File: config.mk
export PLATFORM = sky130hd
export DESIGN_NAME = alu_arbiter
export DESIGN_NICKNAME = d
export VERILOG_FILES = /design/src/rtl/alu_arbiter.sv
export SDC_FILE = /design/constraint.sdc
export NUM_CORES = 1
export LEC_CHECK = 0
export BUFFER_PORTS_ARGS = -buffer_cell sky130_fd_sc_hd__buf_2
export CORE_AREA = 4 4 109 111
export DETAILED_ROUTE_END_ITERATION = 6
export DIE_AREA = 0 0 113 115
export GPL_TIMING_DRIVEN = 0
export HOLD_SLACK_MARGIN = 0.1
export PLACE_DENSITY = 0.81
export SYNTH_ARGS = -nofsm -noshare
export SYNTH_HDL_FRONTEND = slang
export SYNTH_SLANG_ARGS = --single-unit
export TNS_END_PERCENT = 20
File: constraint.sdc
create_clock -name clock -period 4.8 [get_ports clock]
set_clock_uncertainty 0.15 [all_clocks]
set_input_delay 1.44 -clock clock [delete_from_list [all_inputs] [get_ports clock]]
set_output_delay 1.44 -clock clock [all_outputs]
set_load 0.02 [all_outputs]
File: src/rtl/alu_arbiter.sv
// alu_arbiter: shares one combinational ALU between two requesters.
// Round-robin grant, registered ALU operands, multicycle mult/div/mod hold.
module alu_arbiter #(
  parameter int unsigned MULDIV_CYCLES = 4
) (
  input  logic        clock,
  input  logic        reset,
  input  logic        req_valid_0,
  input  logic        req_valid_1,
  output logic        req_ready_0,
  output logic        req_ready_1,
  input  logic [5:0]  req_op_0,
  input  logic [5:0]  req_op_1,
  input  logic [31:0] req_a_0,
  input  logic [31:0] req_a_1,
  input  logic [31:0] req_b_0,
  input  logic [31:0] req_b_1,
  output logic        rsp_valid_0,
  output logic        rsp_valid_1,
  input  logic        rsp_ready_0,
  input  logic        rsp_ready_1,
  output logic [31:0] rsp_data,
  output logic        rsp_branch,
  output logic        rsp_overflow,
  output logic        rsp_error,
  output logic        busy,
  output logic [5:0]  alu_opCode,
  output logic [31:0] alu_dataA,
  output logic [31:0] alu_dataB,
  input  logic [31:0] alu_dataC,
  input  logic        alu_branchSignal,
  input  logic        alu_overflow,
  input  logic        alu_error
);

  typedef enum logic [1:0] {
    IDLE = 2'd0,
    EXEC = 2'd1,
    DONE = 2'd2
  } state_t;

  localparam logic [3:0] LongCnt =
    4'(MULDIV_CYCLES - 1);

  state_t      state_q, state_d;
  logic        last_q;
  logic        owner_q;
  logic [3:0]  cnt_q;
  logic [5:0]  op_q;
  logic [31:0] a_q, b_q;
  logic [31:0] data_q;
  logic        br_q, ov_q, er_q;

  logic        gnt0, gnt1, accept;
  logic        own_ready;
  logic [5:0]  sel_op;
  logic        sel_long;

  assign gnt0 = req_valid_0 &
                (~req_valid_1 | last_q);
  assign gnt1 = req_valid_1 & ~gnt0;
  assign accept = (state_q == IDLE) &
                  (gnt0 | gnt1);
  assign own_ready = owner_q ? rsp_ready_1
                             : rsp_ready_0;
  assign sel_op = gnt1 ? req_op_1 : req_op_0;
  assign sel_long = (sel_op >= 6'd4) &&
                    (sel_op <= 6'd8);

  // State register
  always_ff @(posedge clock) begin
    if (reset) state_q <= IDLE;
    else       state_q <= state_d;
  end

  // Next-state: IDLE -> EXEC -> DONE -> IDLE
  always_comb begin
    state_d = state_q;
    unique case (state_q)
      IDLE: if (accept) state_d = EXEC;
      EXEC: if (cnt_q == '0) state_d = DONE;
      DONE: if (own_ready) state_d = IDLE;
      default: state_d = IDLE;
    endcase
  end

  // Handshake outputs decoded from state
  always_comb begin
    req_ready_0 = 1'b0;
    req_ready_1 = 1'b0;
    rsp_valid_0 = 1'b0;
    rsp_valid_1 = 1'b0;
    busy        = (state_q != IDLE);
    if (state_q == IDLE) begin
      req_ready_0 = gnt0;
      req_ready_1 = gnt1;
    end
    if (state_q == DONE) begin
      rsp_valid_0 = ~owner_q;
      rsp_valid_1 = owner_q;
    end
  end

  // Operand latch, cycle counter, result capture
  always_ff @(posedge clock) begin
    if (reset) begin
      last_q  <= 1'b1;
      owner_q <= 1'b0;
      cnt_q   <= '0;
      op_q    <= '0;
      a_q     <= '0;
      b_q     <= '0;
      data_q  <= '0;
      br_q    <= 1'b0;
      ov_q    <= 1'b0;
      er_q    <= 1'b0;
    end else begin
      if (accept) begin
        op_q    <= sel_op;
        a_q     <= gnt1 ? req_a_1 : req_a_0;
        b_q     <= gnt1 ? req_b_1 : req_b_0;
        owner_q <= gnt1;
        last_q  <= gnt1;
        cnt_q   <= sel_long ? LongCnt : 4'd0;
      end
      if (state_q == EXEC) begin
        if (cnt_q != '0) begin
          cnt_q <= cnt_q - 4'd1;
        end else begin
          data_q <= alu_dataC;
          br_q   <= alu_branchSignal;
          ov_q   <= alu_overflow;
          er_q   <= alu_error;
        end
      end
    end
  end

  assign alu_opCode   = op_q;
  assign alu_dataA    = a_q;
  assign alu_dataB    = b_q;
  assign rsp_data     = data_q;
  assign rsp_branch   = br_q;
  assign rsp_overflow = ov_q;
  assign rsp_error    = er_q;

endmodule
After elaboration in Yosys (flattened, before gate mapping)
Cells that the tools add are included.
- reduce and logical (&&, ||, !) cells: 7
- multiplexer cells: 16
- divide/modulo/power cells: 0
- bitwise logic cells: 9
- $lt $le $gt $ge: 2
- $add $sub $neg: 1
- shift-type cells: 0
- $mul: 0
- eq/ne operators: 5
- operator list (operator ; number):
    $mux 32 ; 2
    $mux 4 ; 3
    $mux 2 ; 4
    $ge 6x3->1 const B ; 1
    $le 6x4->1 const B ; 1
    $mux 6 ; 1
    $ne 2x2->1 const B ; 3
    $pmux 2 s3 ; 1
    $mux 1 ; 5
    $logic_not 4->1 ; 1
    $not 1->1 ; 4
    $reduce_bool 4->1 ; 1
    $sub 4x1->4 const B ; 1
    $and 1x1->1 ; 3
    $reduce_and 3->1 ; 1
    $eq 2x1->1 const B ; 1
    $eq 2x2->1 const B ; 1
    $logic_not 2->1 ; 1
    $or 1x1->1 ; 2
    $reduce_and 2->1 ; 1
    $reduce_bool 2->1 ; 1
    $logic_and 1x1->1 ; 1
- input port bits: 181
- word-level logic and storage cells: 51
- memories kept: 0
- RAM bits: 0
- latch bits: 0
- register bits after elaboration: 113
- ROM bits: 0
- output and inout port bits: 110

Longest topological paths before layout
- depth after elaboration: 12
- gate-level depth with buffers: 8
- gate-level depth less buffers: 6

Worst setup path before layout
Ideal clock, no wire load.
- path kind: input to output
- from: input port req_valid_0
- to: output port req_ready_1
- stages on the path: 4
- data required time: 3210 ps
- slack: 1088 ps
- data arrival time: 2122 ps
- buffers on the path: 1
- cells stage by stage: nand2_1 > nand2_1 > buf_2 > nor2_1
- word-level cells in the longest chain between the ends: 4
- ends and longest elaborated chain (element ; line ; RTL):
    from (decl) ; 8 ; input logic req_valid_0,
    $and 1x1->1 ; 59 ; assign gnt0 = req_valid_0 &
    $not 1->1 ; 61 ; assign gnt1 = req_valid_1 & ~gnt0;
    $and 1x1->1 ; 61 ;
    $mux 1 ; 94 ; if (state_q == IDLE) begin
    to (decl) ; 11 ; output logic req_ready_1,
Every way passes these cells.

Worst setup path after layout
Ends and elaborated chain as after synthesis.

==> flow_summary_export.csv <==
group,metric,value,unit
setup_path,crit_type,"primary input to output port",
floorplanning,rows,38,
timing,finalSetupViolCount,0,
floorplanning,dieArea,0.0130,sq mm
setup_path,arrival,2.63,ns
clock_tree,htree_levels,4,
timing,max_freq,237,MHz
power,power,3.23,mW
power,clockPowerShare,0.378,
layout,final_net_count,1093,
min_path,hold_path_class,"flop to flop",
power,power.leakage,3.39,nW
global_route,grt_pass1_wl,26100,um
detailed_routing,drt-initial-drc-count,327,
detailed_routing,vias_per_cell,5.19,
global_route,grt_max_degree,17,
power,p_int,2.13,mW
power,p_comb_frac,0.269,
place,routabilityCongestion,0.866,
detailed_routing,wl_per_cell,15.9,um
yosys,synth-edff-count,0,
place,dp.cells,1032,
clock_tree,cts_setup_buffers,0,
detailed_routing,drt-met1-wl,6780,um
setup_path,max_stage_delay,0.32,ns
timing,min_period,4.22,ns
global_route,overflow,0,
floorplanning,chipWidth,113,um
clock_tree,clk_pin_slew_worst_paths,0.06,ns
power,p_sw_frac,0.340,
detailed_routing,drc,0,
global_route,grt_pass1_vias,5293,
timing,tightestPinTransition,0.704,ns
timing,maxSlewHeadroom,0.531,
status,outcome,"complete, no violations",
setup_path,start_kind,"primary input",
floorplanning,die_h,115,um
yosys,yosys_warnings,0,
detailed_routing,route.met3.wl,1490,um
yosys,synthArstFlopShare,0,
layout,layout-drive-gt1-share,0.399,
yosys,syn-mean-instance-area,7.94,sq um
clock_tree,root_buffer,"clkbuf_8",
clock_tree,ctsHoldBuffers,0,
yosys,syn_nets,785,
yosys,synth_area_leader_cell,"dfxtp_1",
setup_path,cp_data_required_time,3.21,ns
global_route,grt_use_total,0.250,
timing,finalCritPeriodShare,0.878,
layout,fin_cells,1064,
clock_tree,cts_buffers,17,
detailed_routing,ant_nets,0,
setup_path,cp-endpoint,"req_ready_1",
layout,synthToLayoutAreaGrowth,45.9,%
setup_path,r2r_end,"rsp_data[13]",
floorplanning,io-pin-count,291,
clock_tree,clk_latency,0.50,ns
yosys,synth_seq_area_share,0.473,
setup_path,r2r_setup_slack,2.83,ns
setup_path,crit_slowest_cell,"buf_2",
clock_tree,clkSinkCount,113,
yosys,synth-seq-cells,113,
detailed_routing,top_layer,"met4",
setup_path,cpMostUsedCell,"buf_2",
detailed_routing,num_vias,5521,
place,io_buffers,289,
yosys,yosysUniqueCellTypes,34,
clock_tree,cts-resized-gates,0,
yosys,synth_top_area_share,0.473,
timing,hold_viol,0,
yosys,synth_ff_type,"dfxtp_1",
detailed_routing,wl,16900,um
timing,rsz0062_at_grt,"no",
setup_path,path_max_fanout,10,
job,cap_violations,0,
clock_tree,clockBufferDepth,2,
power,net-switching-power,1.10,mW
setup_path,r2r_cells,7,
power,pwr_density_cell,463,mW/mm^2
floorplanning,coreArea,0.0108,sq mm
yosys,synth_cells,603,
global_route,antenna_found_initial,0,
setup_path,end_kind,"output port",
setup_path,crit_chain,"buf_2, nand2_1, nand2_1, buf_2, nor2_1, buf_2",
yosys,synth_area,0.00479,sq mm
power,seq_power_share,0.354,
detailed_routing,drtPass1Iterations,4,
layout,antennaDiodeCount,0,
timing,maxSlewViolCount,0,
detailed_routing,wl_met2,8210,um
yosys,synthTopCellsByArea,"dfxtp_1 47%, nand2_1 17%, a311oi_1 11%",
timing,finalSetupTns,0,ns
layout,finish.utilization,0.647,
setup_path,cp-startpoint,"req_valid_0",
floorplanning,start_util,0.443,
place,post-dp-hpwl,12900,um
clock_tree,cts_tree,"done",
setup_path,timing.rr.start,"cnt_q[0]",
power,irDropWorstVdd,0.000268,V
[synthesized netlist by cell type (3+ instances only)]
master / number
inv_1: 4
buf_4: 8
nor3_1: 6
nand2_1: 211
buf_6: 4
a311oi_1: 58
clkbuf_1: 18
dfxtp_1: 113
buf_2: 19
nor2_1: 79
a21oi_1: 39
nand2b_1: 4
o21ai_0: 4
a311oi_2: 11
or3_1: 3
[cells in the final DEF, fill, tap and decap left out, drive strengths merged]
cell type,netlist,final
a2111oi,1,1
a211o,1,1
a211oi,1,1
a21boi,1,1
a21oi,39,39
a221oi,1,1
a311oi,69,69
a31oi,2,2
and2,1,1
buf,31,320
bufinv,0,2
clkbuf,18,35
clkinv,0,7
clkinvlp,0,3
dfxtp,113,113
ha,1,1
inv,5,8
mux2,1,1
mux2i,2,2
nand2,211,211
nand2b,4,4
nand4b,1,1
nor2,81,81
nor2b,1,1
nor3,6,6
nor3b,1,1
o21a,1,1
o21ai,4,4
o2bb2ai,2,2
o32ai,1,1
or3,3,3
[worst min path at each step]
stage | cells after the start | from | end
2_1_floorplan | 2 | cnt_q[2] | cnt_q[2]
3_3_place_gp | 2 | rsp_data[24] | rsp_data[24]
3_5_place_dp | 2 | rsp_data[12] | rsp_data[12]
4_1_cts | 2 | rsp_data[12] | rsp_data[12]
5_1_grt | 2 | rsp_data[14] | rsp_data[14]
6_report | 2 | rsp_data[26] | rsp_data[26]
[metal layers]
layer / track usage / up-vias
li1: - / 2686
met1: 0.310 / 2547
met2: 0.423 / 253
met3: 0.0689 / 35
met4: 0.0841 / 0
met5: 0 / -
[power groups by stage]
| stage | clock [mW] | sequential (mW) | combinational, mW |
|---|---|---|---|
| floorplan | 0 | 1.31 | 0.391 |
| global placement | 0 | 1.16 | 0.858 |
| detailed placement | 0 | 1.16 | 0.869 |
| CTS | 1.23 | 1.14 | 0.873 |
| global route | 1.27 | 1.16 | 0.949 |
| finish | 1.22 | 1.14 | 0.868 |
[state kept, by name, indices dropped and copies added, names as in the netlist, 2 cells and up]
name / flops
cnt_q: 4
state_q: 2
rsp_data: 32
alu_dataA: 32
alu_opCode: 6
alu_dataB: 32
[stage by stage]
step / hold WS (ns) / cell area [sq um] / worst slack, ns
3_3_place_gp: 0.289 / 6410 / 0.643
4_1_cts: 0.303 / 6980 / 0.584
3_5_place_dp: 0.294 / 6410 / 0.587
6_report: 0.298 / 6980 / 0.584
2_1_floorplan: 0.332 / 4790 / 1.09
5_1_grt: 0.325 / 6980 / 0.486
[cell families (layout without fill, tap and decap cells)]
logic type                 count (synthesis)  in the layout  synth area share
DFF                                      113            113             0.473
buffers and inverters                     54            375            0.0599
muxes                                      3              3           0.00654
and+or+nand+nor                          309            309             0.254
AOI/OAI and AO/OA                        123            123             0.205
adders and majority gates                  1              1           0.00261
[final cells by class]
class                           count  area, sq um
Tap cell                          140          175
Fill cell                         995         3810
Buffer                             49          268
Inverter                            5         18.8
Timing Repair Buffer              289         1450
Clock inverter                     15          159
Clock buffer                       17          414
Sequential cell                   113         2260
Multi-Input combinational cell    436         2240
[critical path, delay by kind of cell]
family        cells  cell delay (ns)
buf+inv           3             0.65
simple gates      3             0.53
Power figures use the tool's default switching activity.
